[src/rtl/mix_columns_seq.sv]
// mix_columns_seq: iterative AES MixColumns stage.
// Accepts a 128-bit state on a valid/ready handshake and mixes
// COLS_PER_CYCLE 32-bit columns per clock. It returns the mixed state on a
// second valid/ready handshake. A per-block bypass skips the mixing for the
// final round.
// Optional build macro INV_MIX_EN adds an 'inverse' input that selects
// InvMixColumns for the block being accepted.
module mix_columns_seq #(
  parameter int COLS_PER_CYCLE = 1
) (
  input  logic         clk,
  input  logic         n_rst,
  input  logic         in_valid,
  output logic         in_ready,
  input  logic [127:0] data_in,
  input  logic         bypass,
`ifdef INV_MIX_EN
  input  logic         inverse,
`endif
  output logic         out_valid,
  input  logic         out_ready,
  output logic [127:0] data_out,
  output logic         busy
);

  // Only 1, 2 or 4 columns per cycle divide the four-column state evenly.
  if (!(COLS_PER_CYCLE == 1 || COLS_PER_CYCLE == 2 || COLS_PER_CYCLE == 4)) begin : g_bad_cols
    $error("mix_columns_seq: COLS_PER_CYCLE must be 1, 2 or 4");
  end

  typedef enum logic [1:0] {
    ST_IDLE = 2'd0,
    ST_PROC = 2'd1,
    ST_DONE = 2'd2
  } state_t;

  // Counter step and the counter value of the last PROC cycle.
  // For 4 columns per cycle the step wraps to 0 and the first cycle is the last.
  localparam logic [1:0] CNT_STEP = 2'(COLS_PER_CYCLE);
  localparam logic [1:0] CNT_LAST = 2'(4 - COLS_PER_CYCLE);

  // GF(2^8) multiply by 2, reducing by the AES polynomial.
  function automatic logic [7:0] xtime(input logic [7:0] a);
    return {a[6:0], 1'b0} ^ (a[7] ? 8'h1B : 8'h00);
  endfunction

  // Forward MixColumns on one column (row 0 in the top byte).
  function automatic logic [31:0] mix_fwd(input logic [31:0] col);
    logic [7:0] a0, a1, a2, a3;
    logic [7:0] b0, b1, b2, b3;
    a0 = col[31:24];
    a1 = col[23:16];
    a2 = col[15:8];
    a3 = col[7:0];
    b0 = xtime(a0) ^ xtime(a1) ^ a1 ^ a2 ^ a3;
    b1 = a0 ^ xtime(a1) ^ xtime(a2) ^ a2 ^ a3;
    b2 = a0 ^ a1 ^ xtime(a2) ^ xtime(a3) ^ a3;
    b3 = xtime(a0) ^ a0 ^ a1 ^ a2 ^ xtime(a3);
    return {b0, b1, b2, b3};
  endfunction

  // InvMixColumns on one column: coefficients 0E,0B,0D,09 rotated per row.
  function automatic logic [31:0] mix_inv(input logic [31:0] col);
    logic [7:0] a  [4];
    logic [7:0] m9 [4];
    logic [7:0] mb [4];
    logic [7:0] md [4];
    logic [7:0] me [4];
    logic [7:0] m2, m4, m8;
    for (int k = 0; k < 4; k++) begin
      a[k]  = col[31-8*k -: 8];
      m2    = xtime(a[k]);
      m4    = xtime(m2);
      m8    = xtime(m4);
      m9[k] = m8 ^ a[k];
      mb[k] = m8 ^ m2 ^ a[k];
      md[k] = m8 ^ m4 ^ a[k];
      me[k] = m8 ^ m4 ^ m2;
    end
    return {me[0] ^ mb[1] ^ md[2] ^ m9[3],
            m9[0] ^ me[1] ^ mb[2] ^ md[3],
            md[0] ^ m9[1] ^ me[2] ^ mb[3],
            mb[0] ^ md[1] ^ m9[2] ^ me[3]};
  endfunction

  state_t         state_q, state_d;
  logic [1:0]     cnt_q, cnt_d;
  logic [127:0]   work_q, work_d;
  logic           in_ready_q, out_valid_q, busy_q;
  logic           inv_mode_s;
  logic           accept_s;

`ifdef INV_MIX_EN
  logic inv_q, inv_d;

  // Direction of the block in flight, captured on the accept edge.
  always_ff @(posedge clk or negedge n_rst) begin
    if (!n_rst) begin
      inv_q <= 1'b0;
    end else begin
      inv_q <= inv_d;
    end
  end

  // Hold the direction except on the accept edge.
  always_comb begin
    inv_d = inv_q;
    if (accept_s) begin
      inv_d = inverse;
    end else begin
      inv_d = inv_q;
    end
  end

  assign inv_mode_s = inv_q;
`else
  assign inv_mode_s = 1'b0;
`endif

  assign accept_s = (state_q == ST_IDLE) && in_valid && in_ready_q;

  // Next-state logic: load on accept, mix a window of columns in PROC, hand off in DONE.
  always_comb begin
    state_d = state_q;
    cnt_d   = cnt_q;
    work_d  = work_q;
    case (state_q)
      ST_IDLE: begin
        if (accept_s) begin
          work_d  = data_in;
          cnt_d   = 2'd0;
          state_d = bypass ? ST_DONE : ST_PROC;
        end else begin
          state_d = ST_IDLE;
        end
      end
      ST_PROC: begin
        // Columns cnt_q .. cnt_q+COLS_PER_CYCLE-1, lowest word first.
        for (int j = 0; j < COLS_PER_CYCLE; j++) begin
          logic [1:0]  idx;
          logic [31:0] col;
          idx = cnt_q + 2'(j);
          col = work_q[{idx, 5'd0} +: 32];
          if (inv_mode_s) begin
            work_d[{idx, 5'd0} +: 32] = mix_inv(col);
          end else begin
            work_d[{idx, 5'd0} +: 32] = mix_fwd(col);
          end
        end
        cnt_d = cnt_q + CNT_STEP;
        if (cnt_q == CNT_LAST) begin
          state_d = ST_DONE;
        end else begin
          state_d = ST_PROC;
        end
      end
      ST_DONE: begin
        if (out_ready) begin
          state_d = ST_IDLE;
        end else begin
          state_d = ST_DONE;
        end
      end
      default: begin
        state_d = ST_IDLE;
        cnt_d   = 2'd0;
      end
    endcase
  end

  // State, counter, working register and registered handshake outputs.
  always_ff @(posedge clk or negedge n_rst) begin
    if (!n_rst) begin
      state_q     <= ST_IDLE;
      cnt_q       <= 2'd0;
      work_q      <= 128'h0;
      in_ready_q  <= 1'b1;
      out_valid_q <= 1'b0;
      busy_q      <= 1'b0;
    end else begin
      state_q     <= state_d;
      cnt_q       <= cnt_d;
      work_q      <= work_d;
      in_ready_q  <= (state_d == ST_IDLE);
      out_valid_q <= (state_d == ST_DONE);
      busy_q      <= (state_d != ST_IDLE);
    end
  end

  assign in_ready  = in_ready_q;
  assign out_valid = out_valid_q;
  assign busy      = busy_q;
  assign data_out  = work_q;

endmodule

[config.mk]
export PLATFORM = sky130hd
export DESIGN_NAME = mix_columns_seq
export DESIGN_NICKNAME = d
export VERILOG_FILES = /design/src/rtl/mix_columns_seq.sv
export SDC_FILE = /design/constraint.sdc
export NUM_CORES = 1
export LEC_CHECK = 0
export ABC_AREA = 1
export CAP_MARGIN = 20
export CORE_ASPECT_RATIO = 1.2
export CORE_MARGIN = 5
export CORE_UTILIZATION = 35
export CTS_CLUSTER_SIZE = 28
export DETAILED_ROUTE_END_ITERATION = 8
export PLACE_DENSITY = 0.59
export SLEW_MARGIN = 20
export SYNTH_ARGS = -nofsm -noshare
export SYNTH_HDL_FRONTEND = slang
export SYNTH_SLANG_ARGS = --single-unit
[constraint.sdc]
create_clock -name clk -period 6.78 [get_ports clk]
set_input_delay 1.356 -clock clk [delete_from_list [all_inputs] [get_ports clk]]
set_output_delay 1.356 -clock clk [all_outputs]
set_load 0.02 [all_outputs]
# Yosys cells after proc, flatten, opt, wreduce, memory -nomap -nowiden
# Index checks and enable logic that the tools add are counted.
[word_totals]
register_bits = 135
input_bits = 133
out_inout_bits = 131
word_cells = 59
[op_classes]
n_addsub = 2
eq_ne = 5
n_shift = 3
n_mux = 14
n_bitwise = 21
n_reduce_logical = 8
[ops]
columns = ["op", "n"]
rows = [
  ["$pmux W128 S2", 1],
  ["$bwmux W128", 1],
  ["$mux W128", 1],
  ["$shift A32 B9 Y128 const A", 1],
  ["$shiftx A128 B8 Y32", 1],
  ["$shiftx A32 B9 Y128", 1],
  ["$xor A8 B8 Y8", 16],
  ["$xor A8 B5 Y8", 4],
  ["$mux W5", 4],
  ["$pmux W2 S3", 2],
  ["$mux W2", 5],
  ["$neg A7 Y9", 1],
  ["$eq A2 B2 Y1 const B", 3],
  ["$logic_not A2 Y1", 2],
  ["$reduce_and A2 Y1", 2],
  ["$reduce_bool A2 Y1", 2],
  ["$add A2 B1 Y2 const B", 1],
  ["$eq A2 B1 Y1 const B", 1],
  ["$logic_and A1 B1 Y1", 2],
  ["$ne A2 B2 Y1 const B", 1],
  ["$not A1 Y1", 1],
]

# Logic depth before layout (Yosys ltp)
# Gate-level depths: netlist of the first run.
[logic_depth]
word_depth = 10
mapped_depth = 16
mapped_depth_nobuf = 14

# Worst setup path after synthesis of the first run
# No wires, ideal clock.
[synth_path]
kind = "input port to flip-flop"
startpoint = "input port in_valid"
endpoint = "register work_q[66], in the netlist data_out[66]"
setup_ns = 0.141
arrival_time_ns = 2.433
required_ns = 6.639
path_slack_ns = 4.205
stages = 5
path_buffers = 2
path_cell_list = "nand3_1 -> a21boi_0 -> clkbuf_1 -> clkbuf_1 -> a22oi_1"
[synth_between]
elab_chain_len = 4
[synth_lines]
columns = ["item", "line", "source"]
rows = [
  ["from (decl)", "13", "input logic in_valid,"],
  ["$logic_and A1 B1 Y1 (2 in series)", "120", "assign accept_s = (state_q == ST_IDLE) && in_valid && in_ready_q;"],
  ["$ne A2 B2 Y1 (no source line)", "--", ""],
  ["$reduce_and A2 Y1 (no source line)", "--", ""],
  ["to (signal assigned)", "183", "work_q <= work_d;"],
  ["to (decl)", "88", "logic [127:0] work_q, work_d;"],
]
# Every way passes these cells.
# A chain may end at the register's enable or synchronous reset.

# Worst setup path after layout of the first run
[layout_path]
startpoint = "input port in_valid"
endpoint = "register work_q[111], in the netlist data_out[111]"
# Same word-level chain as after synthesis.

==> results of run 1 <==
[flip-flops by register name, summed over array words and instances (netlist names)]
signal,count
out_valid,1
state_q,2
in_ready,1
cnt_q,2
busy,1
data_out,128
[cell usage in the layout (no fill, tap or decap), drive strengths merged, types with 2 or more instances in the layout]
cell type	instances
a21oi	161
a22oi	32
a31oi	32
buf	16
bufinv	2
clkbuf	18
clkdlybuf4s50	262
clkinv	5
clkinvlp	2
dfrtp	134
ha	4
inv	72
nand2	663
nand3	156
nand3b	3
nand4	57
nor2	115
o21ai	3
o221ai	2
o22ai	2
xnor2	8
xor2	5
[worst max path at each step]
stage	slack (ps)	to	start
global route	3240	data_out[105]	in_valid
floorplan	4210	data_out[66]	in_valid
CTS	3260	data_out[97]	in_valid
finish	3380	data_out[111]	in_valid
global placement	2330	data_out[109]	in_valid
detailed placement	2780	data_out[111]	in_valid
[cell families (layout without fill, tap and decap cells)]
family / count (synthesis) / after routing / share of synthesized area, %
simple gates: 995 / 995 / 42.65
fa+ha+maj: 4 / 4 / 0.5098
compound gates: 233 / 233 / 13.38
buf+inv: 161 / 377 / 7.493
other cells: 0 / 1 / 0
xor+xnor: 13 / 13 / 1.542
flops: 135 / 135 / 34.42
[worst min-delay path, cell delays in order, from the launching register on]
cell and delay [ps]:
sky130_fd_sc_hd__dfrtp_1 370, sky130_fd_sc_hd__nor2_1 50, sky130_fd_sc_hd__a21oi_1 100
[layer usage]
layer	global-route usage, %	share of wire, %	up-vias
met5	0	0	-
met4	10.78	3.8	0
met3	6.109	8.7	91
met2	43.63	46	597
met1	37.55	41	5614
li1	-	-	5500
[metrics by stage]
| step | worst slack, ps | instances | hold WS (ps) | cell area [µm²] |
|---|---|---|---|---|
| 2_1_floorplan | 4205 | 1541 | 543.8 | 9818 |
| 3_3_place_gp | 2333 | 2102 | 537.1 | 12590 |
| 3_5_place_dp | 2779 | 2102 | 546.8 | 12590 |
| 4_1_cts | 3258 | 2134 | 561.3 | 13180 |
| 5_1_grt | 3244 | 2137 | 579.3 | 13220 |
| 6_report | 3384 | 2137 | 559.8 | 13220 |
[final cells by class]
| cell class | count | area share [%] |
|---|---|---|
| timing repair buffer | 278 | 20.92 |
| multi-input combinational | 1245 | 43.43 |
| tap | 379 | 3.587 |
| clock inverter | 14 | 1.221 |
| sequential | 135 | 25.60 |
| clock buffer | 18 | 3.246 |
| inverter | 67 | 1.978 |
| antenna | 1 | 0.01893 |
==> metrics.md, run 1 <==
| Metric | Value |
|---|---|
| Hold crit path type | flip-flop to flip-flop |
| Fmax achieved | 294.4 MHz |
| Final hold vios | 0 |
| Register cell area after layout | 3385 µm² |
| Total half-perimeter wirelength after legalization and detailed placement | 33610 µm |
| Final clock period utilization by the worst path | 50.09% |
| Synthesized area per cell | 6.371 µm² |
| CTS Root Cell | sky130_fd_sc_hd__clkbuf_16 |
| Most frequent cells after synthesis | sky130_fd_sc_hd__nand2_1 (638), sky130_fd_sc_hd__a21oi_1 (161), sky130_fd_sc_hd__nand3_1 (153) |
| Number of I/O pins | 264 |
| Worst Tran Pin Value | 976.9 ps |
| Capture point of the worst reg-to-reg path | data_out[87] |
| Total nets after synthesis | 1678 |
| Top post-synthesis cells by area | sky130_fd_sc_hd__dfrtp_1 (34%), sky130_fd_sc_hd__nand2_1 (24%), sky130_fd_sc_hd__a21oi_1 (8.2%) |
| Number of nets in the layout | 1881 |
| R2R Setup Slk | 3390 ps |
| Routed wirelength normalized by instance count | 21.37 µm |
| Floorplan die area | 31520 µm² |
| Number of setup buffers added after CTS | 0 |
| Remaining antenna violation count after routing | 0 |
| Fillers | 2931 |
| Detailed Route Iter0 Violations | 1209 |
| RD Place Congestion | 0.9281 |
| CP Launch Type | input port |
| Unrepaired setup endpoints after global routing | false |
| Period minus WS final | 3396 ps |
| Count of vias placed by the detailed router | 11800 |
| Buf+Inv Stages, Crit Path | 3 |
| Final setup violation count | 0 |
| Via count of the first global-routing pass | 11000 |
| Chip Height | 193.5 µm |
| Maximum number of pins on one net before global-route repair | 84 |
| Share of cells above drive strength 1 | 6.033% |
| Length in cells of the worst reg-to-reg path | 7 |
| Tot GR Track Use | 27.86% |
| Number of flops mapped to enable cells by yosys | 0 |
| Number of buffers added by the clock tree synthesis step | 17 |
| Async S/R FF share, synth | 100.0% |
| Worst-Skew Late Latency | 430 ps |
| Footprint of the multi-input gates | 5742 µm² |
| Status | completed |
| Maximum fanout count along the critical path | 33 |
| Clock tree buffer depth | 2 |
| Number of pins with negative max-slew slack in the final report | 0 |
| TritonCTS clock tree | done |
| Worst path top cell family by delay | buffers and inverters |
| Post-DR vias/cell | 5.523 |
| CTS Hold Bufs | 0 |
| Hold Path Depth | 2 |
| Critical path cell sequence | clkdlybuf4s50_1, nand3_1, nand2_2, inv_1, buf_8, a21oi_1, a21oi_1 |
| Total core area | 27830 µm² |
| #FFs+latches synth | 135 |
| Cell with the most instances on the worst path | sky130_fd_sc_hd__a21oi_1 |
| Die W | 162.9 µm |
| Clock input transition at the sequential cells of the worst setup and hold paths | 70 ps |
| Peak per-stage delay on the critical path | 640 ps |
| Min-delay src | data_out[126] |
| Antenna violations before repair | 1 |
| Unique cell type count in the Yosys netlist | 35 |
| End-of-flow core utilization | 47.50% |
| Initial core utilization | 35.28% |
| Hold EP | data_out[126] |
| Total stage count of the critical path | 7 |
| Relative slew slack | 34.72% |
| DRC violations left | 0 |
| # port buffers | 263 |
| Share of Yosys cell area claimed by the top area cell type | 34.15% |
| Data required time of the critical path | 7090 ps |
| Setup Crit Path Kind | input port to flip-flop |
| Synthesized cell area | 9818 µm² |
| Commonest register cell after synthesis | sky130_fd_sc_hd__dfrtp_1 |
| Leftover overflow at the end of global routing | 0 |
| Std-Cell Rows | 67 |
| Iteration count of the initial detailed-routing pass | 5 |
| Max capacitance violation total | 0 |
| Total negative slack | 0 ps |
| Yosys warning total | 0 |
| First-pass GRT wire length | 67520 µm |
| Max H-tree Level | 4 |
| Library cell with the largest summed area after synthesis | sky130_fd_sc_hd__dfrtp_1 |
| Clock tree sinks | 135 |
| Number of cells produced by synthesis | 1541 |
| Type of element capturing the critical path | flip-flop |
| Crit path DAT | 3710 ps |
| Worst flop-to-flop path startpoint | cnt_q[1] |
| Growth of design area from synthesis to finish | 34.66% |
| Routed wire length | 45670 µm |
| Worst clock skew | 14.04 ps |
| Post-synthesis sequential area ratio | 34.42% |
| CP max-delay cell | sky130_fd_sc_hd__nand2_2 |
| Most numerous cell in the Yosys netlist | sky130_fd_sc_hd__nand2_1 |
| Post-cts repair resize count | 0 |
Power of run 1 is left out: the tool's default activity adds up to more than one toggle a clock period on the data nets, which glitch-free logic cannot reach.
==> inputs of run 2 (changes only) <==
--- a/config.mk
+++ b/config.mk
@@ -12,7 +12,7 @@
 export CORE_UTILIZATION = 35
 export CTS_CLUSTER_SIZE = 28
 export DETAILED_ROUTE_END_ITERATION = 8
-export PLACE_DENSITY = 0.59
+export PLACE_DENSITY = 0.61
 export SLEW_MARGIN = 20
 export SYNTH_ARGS = -nofsm -noshare
 export SYNTH_HDL_FRONTEND = slang
==> constraint.sdc (replaced) <==
create_clock -name clk -period 3.02 [get_ports clk]
set_input_delay 0.604 -clock clk [delete_from_list [all_inputs] [get_ports clk]]
set_output_delay 0.604 -clock clk [all_outputs]
set_load 0.02 [all_outputs]
==> metrics.md, run 2 (same netlist as run 1, synthesis figures left out) <==
| Metric | Value |
|---|---|
| Remaining antenna violation count after routing | 0 |
| Setup Crit Path Kind | flip-flop to flip-flop |
| Share of cells above drive strength 1 | 7.139% |
| Data required time of the critical path | 3370 ps |
| Number of buffers added by the clock tree synthesis step | 17 |
| Total negative slack | 0 ps |
| Clock tree buffer depth | 2 |
| Worst Tran Pin Value | 572.6 ps |
| Std-Cell Rows | 67 |
| CTS Root Cell | sky130_fd_sc_hd__clkbuf_16 |
| Post-DR vias/cell | 5.457 |
| Clock input transition at the sequential cells of the worst setup and hold paths | 70 ps |
| Chip Height | 193.5 µm |
| # port buffers | 263 |
| Number of nets in the layout | 1903 |
| Antenna violations before repair | 2 |
| Unrepaired setup endpoints after global routing | false |
| Post-cts repair resize count | 0 |
| Most frequent cells in the layout | sky130_fd_sc_hd__nand2_1 (637), sky130_fd_sc_hd__clkdlybuf4s50_1 (262), sky130_fd_sc_hd__a21oi_1 (161) |
| Maximum fanout count along the critical path | 47 |
| Total core area | 27830 µm² |
| Maximum number of pins on one net before global-route repair | 104 |
| R2R Setup Slk | 400 ps |
| Crit path DAT | 2970 ps |
| Number of placed instances with taps included | 2126 |
| Fillers | 2896 |
| DRC violations left | 0 |
| Floorplan die area | 31520 µm² |
| Fmax achieved | 382.3 MHz |
| Clock tree sinks | 135 |
| Max capacitance violation total | 0 |
| Via count of the first global-routing pass | 11410 |
| Worst clock skew | 11.40 ps |
| Number of I/O pins | 264 |
| Count of vias placed by the detailed router | 11790 |
| Most common cell after layout, fill and taps aside | sky130_fd_sc_hd__nand2_1 |
| Leftover overflow at the end of global routing | 0 |
| Number of setup buffers added after CTS | 0 |
| Max FFs per register | 128 |
| TritonCTS clock tree | done |
| Period minus WS final | 2616 ps |
| Max H-tree Level | 4 |
| Finished Layout Cells | 2160 |
| Final setup violation count | 0 |
| Iteration count of the initial detailed-routing pass | 6 |
| Growth of design area from synthesis to finish | 37.81% |
| First-pass GRT wire length | 70170 µm |
| Final hold vios | 0 |
| Die W | 162.9 µm |
| Routed wire length | 46020 µm |
| Hold crit path type | input port to asynchronous set/reset pin |
| Tot GR Track Use | 28.65% |
| Type of element capturing the critical path | flip-flop |
| CTS Hold Bufs | 0 |
| Detailed Route Iter0 Violations | 1270 |
| Number of pins with negative max-slew slack in the final report | 0 |
| Final clock period utilization by the worst path | 86.62% |
| Cell area after placement | 12880 µm² |
| Relative slew slack | 61.82% |
| Routed wirelength normalized by instance count | 21.31 µm |
| Status | completed |
| CP Launch Type | flip-flop |
| Total half-perimeter wirelength after legalization and detailed placement | 34690 µm |
| RD Place Congestion | 1.009 |
| Worst-Skew Late Latency | 430 ps |
| Initial core utilization | 35.28% |
| Post-layout instance area | 13530 µm² |
run 2: metrics by stage:
stage	utilization, %	hold WS [ps]	setup WS [ps]
after floorplan	-	308.4	897.2
after global placement	46.30	538.2	467.4
after detailed placement	46.30	543.0	445.4
after CTS	48.60	145.8	423.6
after global routing	48.62	157.5	198.3
final	48.62	123.2	404.1
run 2: worst paths after layout:
check	startpoint	endpoint	cells after the start
setup / recovery	cnt_q[0]	data_out[122]	12
hold / removal	n_rst	data_out[87]	1
setup reg to reg	cnt_q[0]	data_out[122]	12
hold reg to reg	data_out[32]	data_out[32]	2
max in group asynchronous	n_rst	data_out[12]	2
min in group clk	data_out[32]	data_out[32]	2
run 2: final cells by class:
class | count | area [µm²] | area share (%)
inverter | 67 | 260.3 | 1.923
timing repair buffer | 300 | 3037 | 22.44
tap | 379 | 474.2 | 3.505
clock buffer | 18 | 429.2 | 3.172
sequential | 135 | 3385 | 25.01
clock inverter | 14 | 211.5 | 1.563
multi-input combinational | 1245 | 5729 | 42.34
antenna | 2 | 5.005 | 0.03699
run 2: layer usage:
layer,vias up,GRT usage [%],wire length (µm)
met5,-,0,0
met4,0,8.701,1272
met1,5613,40.17,19670
li1,5531,-,-
met2,570,45.17,21390
met3,74,5.066,3694
run 2: critical path: stages, from the launching register on:
cell and delay, ps:
sky130_fd_sc_hd__dfrtp_4 590, sky130_fd_sc_hd__inv_8 290, sky130_fd_sc_hd__nand2_1 240, sky130_fd_sc_hd__nand2_1 120
sky130_fd_sc_hd__nand2_1 50, sky130_fd_sc_hd__nand2_1 210, sky130_fd_sc_hd__nand2_1 100, sky130_fd_sc_hd__nand2_1 70
sky130_fd_sc_hd__nand2_1 40, sky130_fd_sc_hd__nand2_1 100, sky130_fd_sc_hd__xor2_2 320, sky130_fd_sc_hd__nand4_1 220
sky130_fd_sc_hd__a21oi_1 170
Power of run 2 is left out for the same reason.
==> inputs of run 3 (changes only) <==
--- a/config.mk
+++ b/config.mk
@@ -8,11 +8,11 @@
 export ABC_AREA = 1
 export CAP_MARGIN = 20
 export CORE_ASPECT_RATIO = 1.2
-export CORE_MARGIN = 5
 export CORE_UTILIZATION = 35
 export CTS_CLUSTER_SIZE = 28
 export DETAILED_ROUTE_END_ITERATION = 8
 export PLACE_DENSITY = 0.61
+export RECOVER_POWER = 25
 export SLEW_MARGIN = 20
 export SYNTH_ARGS = -nofsm -noshare
 export SYNTH_HDL_FRONTEND = slang
==> metrics.md, run 3 (same netlist as run 1, synthesis figures left out) <==
| Metric | Value |
|---|---|
| Remaining antenna violation count after routing | 0 |
| Worst-Skew Late Latency | 450 ps |
| Crit path DAT | 2950 ps |
| CTS Hold Bufs | 0 |
| Antenna cells | 0 |
| Total negative slack | 0 ps |
| Unrepaired setup endpoints after global routing | false |
| Number of setup buffers added after CTS | 0 |
| Min-delay src | data_out[45] |
| # port buffers | 263 |
| Number of buffers added by the clock tree synthesis step | 17 |
| Data required time of the critical path | 3380 ps |
| Final clock period utilization by the worst path | 85.81% |
| Post-DR vias/cell | 5.476 |
| Antenna violations before repair | 1 |
| Clock tree buffer depth | 2 |
| Routed wire length | 44330 µm |
| Met2 wirelength from detailed routing | 20340 µm |
| Routed wirelength normalized by instance count | 20.68 µm |
| Capture point of the worst reg-to-reg path | data_out[113] |
| Setup Crit Path Kind | flip-flop to flip-flop |
| Max capacitance violation total | 1 |
| Share of cells above drive strength 1 | 6.667% |
| Post-cts repair resize count | 0 |
| Hold EP | data_out[45] |
| Initial core utilization | 35.92% |
| RD Place Congestion | 0.9476 |
| Worst flop-to-flop path startpoint | cnt_q[0] |
| Total half-perimeter wirelength after legalization and detailed placement | 32810 µm |
| First-pass GRT wire length | 66710 µm |
| Floorplan die area | 28730 µm² |
| Max H-tree Level | 4 |
| Most frequent cells in the layout | sky130_fd_sc_hd__nand2_1 (637), sky130_fd_sc_hd__clkdlybuf4s50_1 (262), sky130_fd_sc_hd__a21oi_1 (161) |
| CTS Root Cell | sky130_fd_sc_hd__clkbuf_16 |
| Number of nets in the layout | 1894 |
| Max FFs per register | 128 |
| Metal3 WL | 3995 µm |
| Leftover overflow at the end of global routing | 0 |
| Hold Path Depth | 2 |
| Status | finished with violations |
| R2R Setup Slk | 430 ps |
| Number of I/O pins | 264 |
| Length in cells of the worst reg-to-reg path | 13 |
| Std-Cell Rows | 66 |
| Via count of the first global-routing pass | 11020 |
| Relative slew slack | -17.51% |
| Worst Tran Pin Value | 1763 ps |
| Hold crit path type | flip-flop to flip-flop |
| Highest routed metal layer | met5 |
| Detailed Route Iter0 Violations | 1190 |
| Iteration count of the initial detailed-routing pass | 6 |
| TritonCTS clock tree | done |
| Period minus WS final | 2591 ps |
| Maximum number of pins on one net before global-route repair | 89 |
| Worst clock skew | 19.81 ps |
| Die W | 154.9 µm |
| Type of element capturing the critical path | flip-flop |
| Clock input transition at the sequential cells of the worst setup and hold paths | 60 ps |
| Chip Height | 185.5 µm |
| Final hold vios | 0 |
| Tot GR Track Use | 31.01% |
| Final setup violation count | 0 |
| Growth of design area from synthesis to finish | 36.20% |
| CP Launch Type | flip-flop |
| Total routed wire length on the met1 layer | 18800 µm |
| Violations in the final reports | max-capacitance violations, max-slew violations |
| Number of pins with negative max-slew slack in the final report | 64 |
| Total core area | 27330 µm² |
| Most common cell after layout, fill and taps aside | sky130_fd_sc_hd__nand2_1 |
| DRC violations left | 0 |
| Maximum fanout count along the critical path | 47 |
| Count of vias placed by the detailed router | 11740 |
| Fmax achieved | 385.9 MHz |
| Clock tree sinks | 135 |
[run 3: cell count changes in the layout (fill, tap and decap cells not counted), sizes merged]
cell and change:
buf -10, clkinvlp +4, bufinv -2, clkinv -2
diode -2, clkbuf +1
[run 3: layer usage]
metal / GRT usage, % / vias up
li1: - / 5535
met1: 42.57 / 5513
met2: 48.97 / 625
met3: 5.960 / 66
met4: 9.901 / 2
met5: 0 / -
[run 3: cell type report]
type | count | area (µm²)
multi-input combinational | 1245 | 5729
timing repair buffer | 291 | 2938
inverter | 67 | 260.3
sequential | 135 | 3385
tap | 374 | 467.9
fill | 2766 | 13960
clock buffer | 18 | 429.2
clock inverter | 14 | 163.9
[run 3: per-stage QoR]
stage	std cells	cell area (µm²)	hold slack, ps	setup slack, ps	utilization (%)
2_1_floorplan	1541	9818	308.4	897.2	-
3_3_place_gp	2112	12790	538.1	483.1	46.78
3_5_place_dp	2112	12790	548.8	474.8	46.78
4_1_cts	2144	13380	186.1	463.1	48.95
5_1_grt	2144	13370	592.8	289.8	48.92
6_report	2144	13370	568.8	428.6	48.92
[run 3: worst max path at each step]
stage | endpoint | startpoint | depth (start not counted)
after CTS | data_out[58] | cnt_q[0] | 11
after detailed placement | data_out[8] | cnt_q[0] | 8
final | data_out[113] | cnt_q[0] | 13
after floorplan | data_out[10] | cnt_q[1] | 10
after global placement | data_out[90] | cnt_q[0] | 11
after global routing | data_out[40] | cnt_q[0] | 13
[run 3: worst max-delay path, stage by stage (launching register included)]
cell and delay, ps:
sky130_fd_sc_hd__dfrtp_4 470, sky130_fd_sc_hd__buf_4 460, sky130_fd_sc_hd__nand2_1 190, sky130_fd_sc_hd__nand3_1 150, sky130_fd_sc_hd__nand2_2 170, sky130_fd_sc_hd__nand2_1 150
sky130_fd_sc_hd__nand2_2 110, sky130_fd_sc_hd__nand2_1 80, sky130_fd_sc_hd__nand2_1 60, sky130_fd_sc_hd__nand2_1 70, sky130_fd_sc_hd__nand2_1 150, sky130_fd_sc_hd__nor2_2 180
sky130_fd_sc_hd__nand3_1 90, sky130_fd_sc_hd__a21oi_1 160
Power of run 3 is left out for the same reason.
